<file path="config.mk">
export PLATFORM = sky130hd
export DESIGN_NAME = otter_iobus_timer_flat
export DESIGN_NICKNAME = d
export VERILOG_FILES = /design/src/rtl/otter_iobus_timer_if.sv /design/src/rtl/otter_iobus_timer.sv /design/src/flat_wrapper.sv
export SDC_FILE = /design/constraint.sdc
export NUM_CORES = 1
export LEC_CHECK = 0
export BUFFER_PORTS_ARGS = -buffer_cell sky130_fd_sc_hd__buf_2
export CAP_MARGIN = 20
export CORE_ASPECT_RATIO = 1.1
export CORE_MARGIN = 2
export CORE_UTILIZATION = 25
export DETAILED_ROUTE_END_ITERATION = 8
export PLACE_DENSITY_LB_ADDON = 0.15
export REMOVE_ABC_BUFFERS = 1
export SETUP_SLACK_MARGIN = 0.5
export SLEW_MARGIN = 20
export SYNTH_ARGS = -nofsm -noshare
export SYNTH_HDL_FRONTEND = slang
export SYNTH_SLANG_ARGS = --single-unit
</file>
<file path="constraint.sdc">
create_clock -name CLK -period 8 [get_ports CLK]
set_clock_uncertainty 0.2 [all_clocks]
set_input_delay 0.8 -clock CLK [delete_from_list [all_inputs] [get_ports CLK]]
set_output_delay 0.8 -clock CLK [all_outputs]
set_load 0.02 [all_outputs]
</file>
<file path="src/rtl/otter_iobus_timer_if.sv">
// OTTER IOBUS responder interface: CPU-driven address/data/strobe,
// read data returned to the CPU.
interface otter_iobus_timer_if;
  logic [31:0] IOBUS_ADDR;
  logic [31:0] IOBUS_OUT;
  logic        IOBUS_WR;
  logic [31:0] IOBUS_IN;

  modport master (
    output IOBUS_ADDR,
    output IOBUS_OUT,
    output IOBUS_WR,
    input  IOBUS_IN
  );

  modport slave (
    input  IOBUS_ADDR,
    input  IOBUS_OUT,
    input  IOBUS_WR,
    output IOBUS_IN
  );
endinterface

</file>
<file path="src/rtl/otter_iobus_timer.sv">
// Memory-mapped countdown timer on the OTTER IOBUS with prescaler,
// auto-reload and sticky expiry; OTTER_TIMER_EXPCNT_EN adds EXPCNT.
module otter_iobus_timer #(
  parameter logic [31:0] BASE_ADDR  = 32'h1100_0100,
  parameter int          PRESCALE_W = 16
) (
  input  logic              CLK,
  input  logic              RESET,
  otter_iobus_timer_if.slave bus,
  output logic              INTR
);

  localparam logic [2:0] REG_CTRL     = 3'd0;
  localparam logic [2:0] REG_LOAD     = 3'd1;
  localparam logic [2:0] REG_COUNT    = 3'd2;
  localparam logic [2:0] REG_STATUS   = 3'd3;
  localparam logic [2:0] REG_PRESCALE = 3'd4;
  localparam logic [2:0] REG_EXPCNT   = 3'd5;

  logic                  hit;
  logic [2:0]            sel;
  logic                  wrHit;
  logic                  ctrlWr;
  logic                  loadWr;
  logic                  countWr;
  logic                  statusWr;
  logic                  prescWr;

  logic                  en;
  logic                  autoReload;
  logic                  irqEn;
  logic                  expired;
  logic [31:0]           load;
  logic [31:0]           count;
  logic [PRESCALE_W-1:0] prescale;
  logic [PRESCALE_W-1:0] presc;

  logic                  rawTick;
  logic                  tick;
  logic                  expire;
  logic                  enRise;
  logic [31:0]           rdata;
  logic                  unused;

  assign hit   = bus.IOBUS_ADDR[31:5] == BASE_ADDR[31:5];
  assign sel   = bus.IOBUS_ADDR[4:2];
  assign wrHit = bus.IOBUS_WR && hit;

  assign ctrlWr   = wrHit && (sel == REG_CTRL);
  assign loadWr   = wrHit && (sel == REG_LOAD);
  assign countWr  = wrHit && (sel == REG_COUNT);
  assign statusWr = wrHit && (sel == REG_STATUS);
  assign prescWr  = wrHit && (sel == REG_PRESCALE);

  assign unused = &{1'b0, bus.IOBUS_ADDR[1:0]};

  // A CTRL write that drops EN swallows a tick landing in the same cycle
  assign rawTick = en && (presc == prescale);
  assign tick    = rawTick
                && !(ctrlWr && !bus.IOBUS_OUT[0]);
  assign expire  = tick && !countWr
                && (count == 32'd1);
  assign enRise  = ctrlWr && bus.IOBUS_OUT[0] && !en;

  always_ff @(posedge CLK or posedge RESET) begin
    if (RESET) begin
      presc <= '0;
    end else if (enRise || prescWr) begin
      presc <= '0;
    end else if (en) begin
      presc <= rawTick ? '0
                       : presc + PRESCALE_W'(1);
    end
  end

  always_ff @(posedge CLK or posedge RESET) begin
    if (RESET) begin
      en         <= 1'b0;
      autoReload <= 1'b0;
      irqEn      <= 1'b0;
    end else if (ctrlWr) begin
      en         <= bus.IOBUS_OUT[0];
      autoReload <= bus.IOBUS_OUT[1];
      irqEn      <= bus.IOBUS_OUT[2];
    end
  end

  always_ff @(posedge CLK or posedge RESET) begin
    if (RESET) begin
      load <= '0;
    end else if (loadWr) begin
      load <= bus.IOBUS_OUT;
    end
  end

  always_ff @(posedge CLK or posedge RESET) begin
    if (RESET) begin
      prescale <= '0;
    end else if (prescWr) begin
      prescale <= bus.IOBUS_OUT[PRESCALE_W-1:0];
    end
  end

  // CPU write beats the countdown; zero means idle
  always_ff @(posedge CLK or posedge RESET) begin
    if (RESET) begin
      count <= '0;
    end else if (countWr) begin
      count <= bus.IOBUS_OUT;
    end else if (tick) begin
      if (count == 32'd1) begin
        count <= autoReload ? load : 32'd0;
      end else if (count != 32'd0) begin
        count <= count - 32'd1;
      end
    end
  end

  always_ff @(posedge CLK or posedge RESET) begin
    if (RESET) begin
      expired <= 1'b0;
    end else if (expire) begin
      expired <= 1'b1;
    end else if (statusWr && bus.IOBUS_OUT[0]) begin
      expired <= 1'b0;
    end
  end

`ifdef OTTER_TIMER_EXPCNT_EN
  logic       expCntWr;
  logic [7:0] expCnt;

  assign expCntWr = wrHit && (sel == REG_EXPCNT);

  always_ff @(posedge CLK or posedge RESET) begin
    if (RESET) begin
      expCnt <= '0;
    end else if (expCntWr) begin
      expCnt <= {7'd0, expire};
    end else if (expire && expCnt != 8'hFF) begin
      expCnt <= expCnt + 8'd1;
    end
  end
`endif

  always_comb begin
    rdata = '0;
    if (hit) begin
      unique case (sel)
        REG_CTRL:
          rdata = {29'd0, irqEn, autoReload, en};
        REG_LOAD:
          rdata = load;
        REG_COUNT:
          rdata = count;
        REG_STATUS:
          rdata = {31'd0, expired};
        REG_PRESCALE:
          rdata = 32'(prescale);
        REG_EXPCNT:
`ifdef OTTER_TIMER_EXPCNT_EN
          rdata = {24'd0, expCnt};
`else
          rdata = '0;
`endif
        default:
          rdata = '0;
      endcase
    end
  end

  assign bus.IOBUS_IN = rdata;
  assign INTR         = expired && irqEn;

endmodule

</file>
<file path="src/flat_wrapper.sv">
// flat-port wrapper written by rule: the top's interface ports become plain ports
module otter_iobus_timer_flat 
#(
  parameter logic [31:0] BASE_ADDR  = 32'h1100_0100,
  parameter int          PRESCALE_W = 16
)
  (CLK, RESET, INTR, bus_IOBUS_ADDR, bus_IOBUS_OUT, bus_IOBUS_WR, bus_IOBUS_IN);
  otter_iobus_timer_if bus_i ();
  input  logic CLK;
  input  logic RESET;
  output logic INTR;
  input wire logic [$bits(bus_i.IOBUS_ADDR)-1:0] bus_IOBUS_ADDR;
  input wire logic [$bits(bus_i.IOBUS_OUT)-1:0] bus_IOBUS_OUT;
  input wire logic [$bits(bus_i.IOBUS_WR)-1:0] bus_IOBUS_WR;
  output wire logic [$bits(bus_i.IOBUS_IN)-1:0] bus_IOBUS_IN;
  assign bus_i.IOBUS_ADDR = bus_IOBUS_ADDR;
  assign bus_i.IOBUS_OUT = bus_IOBUS_OUT;
  assign bus_i.IOBUS_WR = bus_IOBUS_WR;
  assign bus_IOBUS_IN = bus_i.IOBUS_IN;
  otter_iobus_timer #(.BASE_ADDR(BASE_ADDR), .PRESCALE_W(PRESCALE_W)) u_core (.CLK(CLK), .RESET(RESET), .bus(bus_i), .INTR(INTR));
endmodule
</file>
==> impl_results.md, run 1 <==
- Final min period: 4290 ps
- Clock root cell: clkbuf_16
- P_leak: 3.48 nW
- Die height: ~170 um
- Core region area: 26100 um^2
- # setup viols final: 0
- Power Total: 0.00101 W
- WP data arrival: 3290 ps
- Via count: around 5800
- Max-slew violations: 0
- DRC viols: 0
- Hold Worst Slack: 238 ps
- # rows: 62
- Via count of the first global-routing pass: between 5000 and 6000
- Final wirelength: 23200 um
- Hold Buf Count CTS: 0
- Tightest Hold Check Type: input pin to async pin
- Diode count: 0
- Actual slew at the worst max-slew pin: about 1100 ps
- Number of synthesized register bits: 100
- WL per Instance: 20.1 um
- Synth area leader: dfrtp_1
- Required time worst endpoint: 7000 ps
- Post-Synthesis Cells: 728
- NumNets Final: between 800 and 900
- Largest net degree at the start of global routing: 70
- Max cap viols: 0
- Initial antenna violation count: 0
- Most frequent cells after synthesis: dfrtp_1, nor2_1, nand2_1
- Pwr Density: about 130 nW/um^2
- Reg2Reg Depth: 5
- Final Hold Vio Count: 0
- Sequential share of the synthesized area: 37.8%
- Achievable frequency: 233 MHz
- Total gr overflow: 0
- Critical Path Max Stage Delay: roughly 500 ps
- I/O Buffers: 97
- Total Routing Usage GR: 16.8%
- Crit-path max FO: 20
- P&R area growth vs syn: 16.4%
- Clock Pin Slew Worst Setup and Hold Paths: 80 ps
- RR Endpoint: u_core.count[25]$_DFFE_PP0P_
- RSZ-0062 raised after global routing: no
- FF-to-FF Start: u_core.count[16]$_DFFE_PP0P_
- Share of cells above drive strength 1: 23.7%
- Worst Setup Start Kind: input pin
- Fin crit share: 53.7%
- Setup WS pre-CTS: about 3700 ps
- Iter 0 DRT Violations: approximately 310
- Share of flip-flops with an asynchronous set or reset: 100%
- Post-synth top area share: 37.8%
- First-pass GRT wire length: 36200 um
- Remaining antenna violation count: 0
- # IOs: 100
- Most frequent cell after synthesis: dfrtp_1
- Synth warn: 0
- Reg2Reg Setup Slack: 4470 ps
- Gpl congestion: 0.802
- Initial Util: 25.4%
- Drt pass-1 iters: 4
- Horiz. Die Dim: 159 um
- Final core occ: 29.6%
- TritonCTS buffer count: 9
- Postcts setup bufs: 0
- Setup TNS: 0 ps
- Die Area: roughly 28000 um^2
- Post-synth top flop: dfrtp_1
- Post-synthesis cell area: 6620 um^2
- Final setup margin: about 3700 ps
- Mean Syn Cell Area: approximately 9.1 um^2
- Largest cells by area after synthesis: dfrtp_1, mux2_2, nor2_1, a22oi_1, a21oi_1
- Cell variety after synth: 68
- Post-CTS Resized: 0
- CTS tree: done
- Number of synthesized flops with an enable pin: 0
- Worst path cell trace: buf_2 -> nor4b_1 -> nand4_1 -> nor2_1 -> nand2_1 -> buf_4 -> nor2_1 -> buf_2
- Clock Tree Buf Depth: 2
- CP endpoint kind: output pin
- CTS HTree Levels: 3
- Worst skew pair latency: 370 ps
- Slew HR: 24.4%
- Maximum VDD drop: 0.0726 mV
- Clock Sinks: 100
- Critical path class: input pin to output pin
- Avg Vias per Cell: 5.02
- CP max-delay cell: nand4_1
- Hpwl dp: 15800 um
- Outcome: complete, no violations
power breakdown:
part,internal [W],switching (W),total [W]
clock network,0.000243,0.000211,0.000454
registers,0.000505,0.0000000000485,0.000505
logic,0.0000157,0.0000352,0.0000510
cell type report:
class / instances / area, um^2
fillers: 2819 / 18400
multi-input cells: 571 / 3870
flip-flops and latches: 100 / 2500
repair buffers: 110 / 583
well taps: 352 / 440
clock buffers: 12 / 236
clock inverters: 4 / 50.0
inverters: 6 / 25.0
how the worst max path moves through the flow:
stage	from	endpoint
floorplan	bus_IOBUS_ADDR[2]	u_core.count[15]$_DFFE_PP0P_
global placement	bus_IOBUS_ADDR[26]	bus_IOBUS_IN[11]
detailed placement	bus_IOBUS_ADDR[18]	bus_IOBUS_IN[11]
CTS	bus_IOBUS_ADDR[18]	bus_IOBUS_IN[11]
global route	bus_IOBUS_ADDR[6]	bus_IOBUS_IN[23]
finish	bus_IOBUS_ADDR[18]	bus_IOBUS_IN[11]
state kept, by name, summed over array words and instances, names as in the netlist:
signal and flops:
u_core.load 32, u_core.autoReload 1, u_core.count 32, u_core.en 1, u_core.expired 1, u_core.prescale 16
u_core.irqEn 1, u_core.presc 16
stage by stage:
stage | area [um^2] | std cells
finish | 7710 | 1155
global route | 7710 | 1155
CTS | 7710 | 1155
detailed placement | 7420 | 1139
global placement | 7420 | 1139
floorplan | 6380 | 677
worst max-delay path, delay by kind of cell:
kind / cells / cell delay, ps
and+or+nand+nor: 5 / 1840
buffers and inverters: 3 / 650
metal layers:
metal,vias up,global-route usage (%),wire (um)
met5,-,0,0
met4,0,4.70,349
met3,20,1.80,693
met2,89,29.1,11400
met1,2853,22.4,10800
li1,2839,-,-
placed cells by master, fill, tap and decap left out, drive strengths merged, types with 5 or more instances in the layout:
master	synthesis	routed
nand3	26	26
nor2b	5	5
nand4	13	13
a211oi	22	22
nor3	17	17
xor2	18	18
a21oi	43	43
nor4b	5	5
o21ai	22	22
dfrtp	100	100
or3	5	5
o31ai	9	9
a21o	19	19
nand2	56	56
nor3b	5	5
and2	6	6
inv	6	6
nor4	21	21
a22oi	32	32
mux2	51	51
and3	11	11
buf	19	110
mux2i	7	7
clkbuf	32	12
nor2	86	86
o211ai	7	7
xnor2	19	19
a31oi	10	10
or2	7	7
cell families after synthesis:
logic type      after synthesis  synth area share, %
buf+inv                      57                 3.95
simple gates                285                 23.2
fa+ha+maj                     3                0.567
mux                          58                 9.73
flops                       100                 37.8
compound gates              188                 19.9
xor+xnor                     37                 4.89
(Power assumes the default switching activity.)
==> run 2: changes to the inputs <==
- clock period: 8 -> 4.2 ns (I/O delays scaled with it)
==> impl_results.md, run 2 (synthesis results as in run 1) <==
- Remaining antenna violation count: 0 (unchanged)
- Horiz. Die Dim: 159 um (unchanged)
- Pwr Density: 237 nW/um^2 (was 131 nW/um^2)
- Clock Tree Buf Depth: 2 (unchanged)
- Critical path class: flip-flop to flip-flop (was input pin to output pin)
- Initial antenna violation count: 0 (unchanged)
- First-pass GRT wire length: 36000 um (was 36200 um)
- Reg2Reg Setup Slack: 1080 ps (was 4470 ps)
- Actual slew at the worst max-slew pin: 937 ps (was 1130 ps)
- Achievable frequency: roughly 320 MHz
- Die height: 175 um (unchanged)
- Final core occ: 29.8% (was 29.6%)
- Total gr overflow: 0 (unchanged)
- Core region area: 26100 um^2 (unchanged)
- I/O Buffers: 97 (unchanged)
- Clock Pin Slew Worst Setup and Hold Paths: 70 ps (was 80 ps)
- RR Endpoint: u_core.count[25]$_DFFE_PP0P_ (unchanged)
- Hpwl dp: 16100 um (was 15800 um)
- Tightest Hold Check Type: input pin to flip-flop (was input pin to async pin)
- Slew HR: 37.5% (was 24.4%)
- Top routing layer in use: met4 (unchanged)
- Fillers: 2845 (was 2819)
- FF-to-FF Start: u_core.count[16]$_DFFE_PP0P_ (unchanged)
- Worst skew pair latency: 350 ps (was 370 ps)
- Critical Path Max Stage Delay: 540 ps (was 500 ps)
- Most common cell after layout, fill and taps aside: dfrtp_1 (unchanged)
- Post-CTS Resized: 0 (unchanged)
- Final min period: roughly 3100 ps
- DRC viols: 0 (unchanged)
- Total Routing Usage GR: 16.6% (was 16.8%)
- CP endpoint kind: flip-flop (was output pin)
- # IOs: 100 (unchanged)
- Clock Sinks: 100 (unchanged)
- WP data arrival: 3210 ps (was 3290 ps)
- Final setup margin: 1080 ps (was 3710 ps)
- Worst Setup Start Kind: flip-flop (was input pin)
- Drt pass-1 iters: 5 (was 4)
- Crit-path max FO: 11 (was 20)
- Routed wl met2: 11500 um (was 11400 um)
- Required time worst endpoint: 4290 ps (was 7000 ps)
- Met3 WL: 656 um (was 693 um)
- Final wirelength: 22900 um (was 23200 um)
- Hold Path Depth: 2
- Worst path cell trace: nor4_1 -> and4_1 -> nand4_1 -> buf_4 -> a2111oi_0 -> a211o_1 (was buf_2 -> nor4b_1 -> nand4_1 -> nor2_1 -> nand2_1 -> buf_4 -> nor2_1 -> buf_2)
- Final Hold Vio Count: 0 (unchanged)
- Avg Vias per Cell: 5.09 (was 5.02)
- Worst Min Path Start: bus_IOBUS_OUT[18]
- Gpl congestion: 0.758 (was 0.802)
- Setup TNS: 0 ps (unchanged)
- Maximum VDD drop: 0.149 mV (was 0.0726 mV)
- Reg2Reg Depth: 6 (was 5)
- M1 WL: 10500 um (was 10800 um)
- Fin crit share: 74.2%
- Setup WS pre-CTS: 1020 ps (was 3650 ps)
- # setup viols final: 0 (unchanged)
- Most frequent cells in the layout: dfrtp_1, buf_2, nor2_1 (unchanged)
- Share of cells above drive strength 1: 24.5% (was 23.7%)
- Via count: 5930 (was 5801)
- CP max-delay cell: nor4_1 (was nand4_1)
- Max-slew violations: 0 (unchanged)
- Clock root cell: clkbuf_16 (unchanged)
- Initial Util: 25.4% (unchanged)
- WL per Instance: 19.7 um (was 20.1 um)
- Outcome: complete, no violations (unchanged)
- Postcts setup bufs: 0 (unchanged)
- CTS HTree Levels: 3 (unchanged)
- Hold EP: u_core.load[18]$_DFFE_PP0P_
- Iter 0 DRT Violations: 335 (was 313)
- P&R area growth vs syn: 17.2% (was 16.4%)
- Hold Buf Count CTS: 1 (was 0)
- RSZ-0062 raised after global routing: no (unchanged)
- # rows: 62 (unchanged)
- CTS tree: done (unchanged)
- Die Area: 27800 um^2 (unchanged)
- TritonCTS buffer count: 9 (unchanged)
- P_leak: 3.52 nW (was 3.48 nW)
- Largest net degree at the start of global routing: 49 (was 70)
- Via count of the first global-routing pass: 5911 (was 5869)
- Max cap viols: 0 (unchanged)
- Top flop regs: u_core.count: 32 flops, u_core.load: 32 flops (unchanged)
- Diode count: 0 (unchanged)
- NumNets Final: 879 (was 868)
run 2: cell types whose count changed in the layout (fill, tap and decap cells not counted):
cell / previous run / this run
buf_4: 13 / 23
clkinv_2: 1 / 3
bufinv_16: 1 / 0
dlygate4sd3_1: 0 / 1
clkinvlp_4: 2 / 0
run 2: worst max-delay path: cells and delay by family, from the launching register on:
family | cells | cell delay, ps
AND/OR/NAND/NOR | 3 | 1450
AO/OA/AOI/OAI | 2 | 590
flip-flops | 1 | 460
buffers and inverters | 1 | 350
run 2: layer usage:
metal,global-route usage [%],vias up
li1,-,2870
met1,21.7,2937
met2,29.2,104
met3,1.90,19
met4,4.43,0
met5,0,-
run 2: layout make-up:
class                   count  area (um^2)  share of cell area, %
clock buffers              12          236                   3.05
inverters                   6         25.0                  0.322
repair buffers            121          668                   8.61
clock inverters             3         15.0                  0.193
flip-flops and latches    100         2500                   32.2
multi-input cells         571         3870                   49.9
well taps                 352          440                   5.68
run 2: power breakdown:
part             switching [W]  internal (W)  leakage (nW)
Sequential     0.0000000000921      0.000962          1.35
Combinational        0.0000660     0.0000311          2.05
Clock                 0.000379      0.000397         0.126
Total                 0.000445       0.00139          3.52
run 2: how the worst max path moves through the flow:
| stage | end | start |
|---|---|---|
| global route | bus_IOBUS_IN[6] | bus_IOBUS_ADDR[11] |
| global placement | u_core.count[27]$_DFFE_PP0P_ | bus_IOBUS_ADDR[3] |
| detailed placement | u_core.count[27]$_DFFE_PP0P_ | bus_IOBUS_ADDR[3] |
| floorplan | u_core.count[15]$_DFFE_PP0P_ | bus_IOBUS_ADDR[2] |
| finish | u_core.count[25]$_DFFE_PP0P_ | u_core.count[16]$_DFFE_PP0P_ |
| CTS | u_core.count[25]$_DFFE_PP0P_ | u_core.presc[0]$_DFFE_PP0P_ |
run 2: per-stage QoR:
stage / instances / cell area (um^2) / hold slack (ps) / power, W
finish: 1165 / 7760 / 97.6 / 0.00184
global route: 1165 / 7760 / 99.3 / 0.00191
CTS: 1165 / 7760 / 85.1 / 0.00187
detailed placement: 1149 / 7500 / 309 / 0.00108
global placement: 1149 / 7500 / 303 / 0.00108
floorplan: 677 / 6380 / 273 / 0.00101
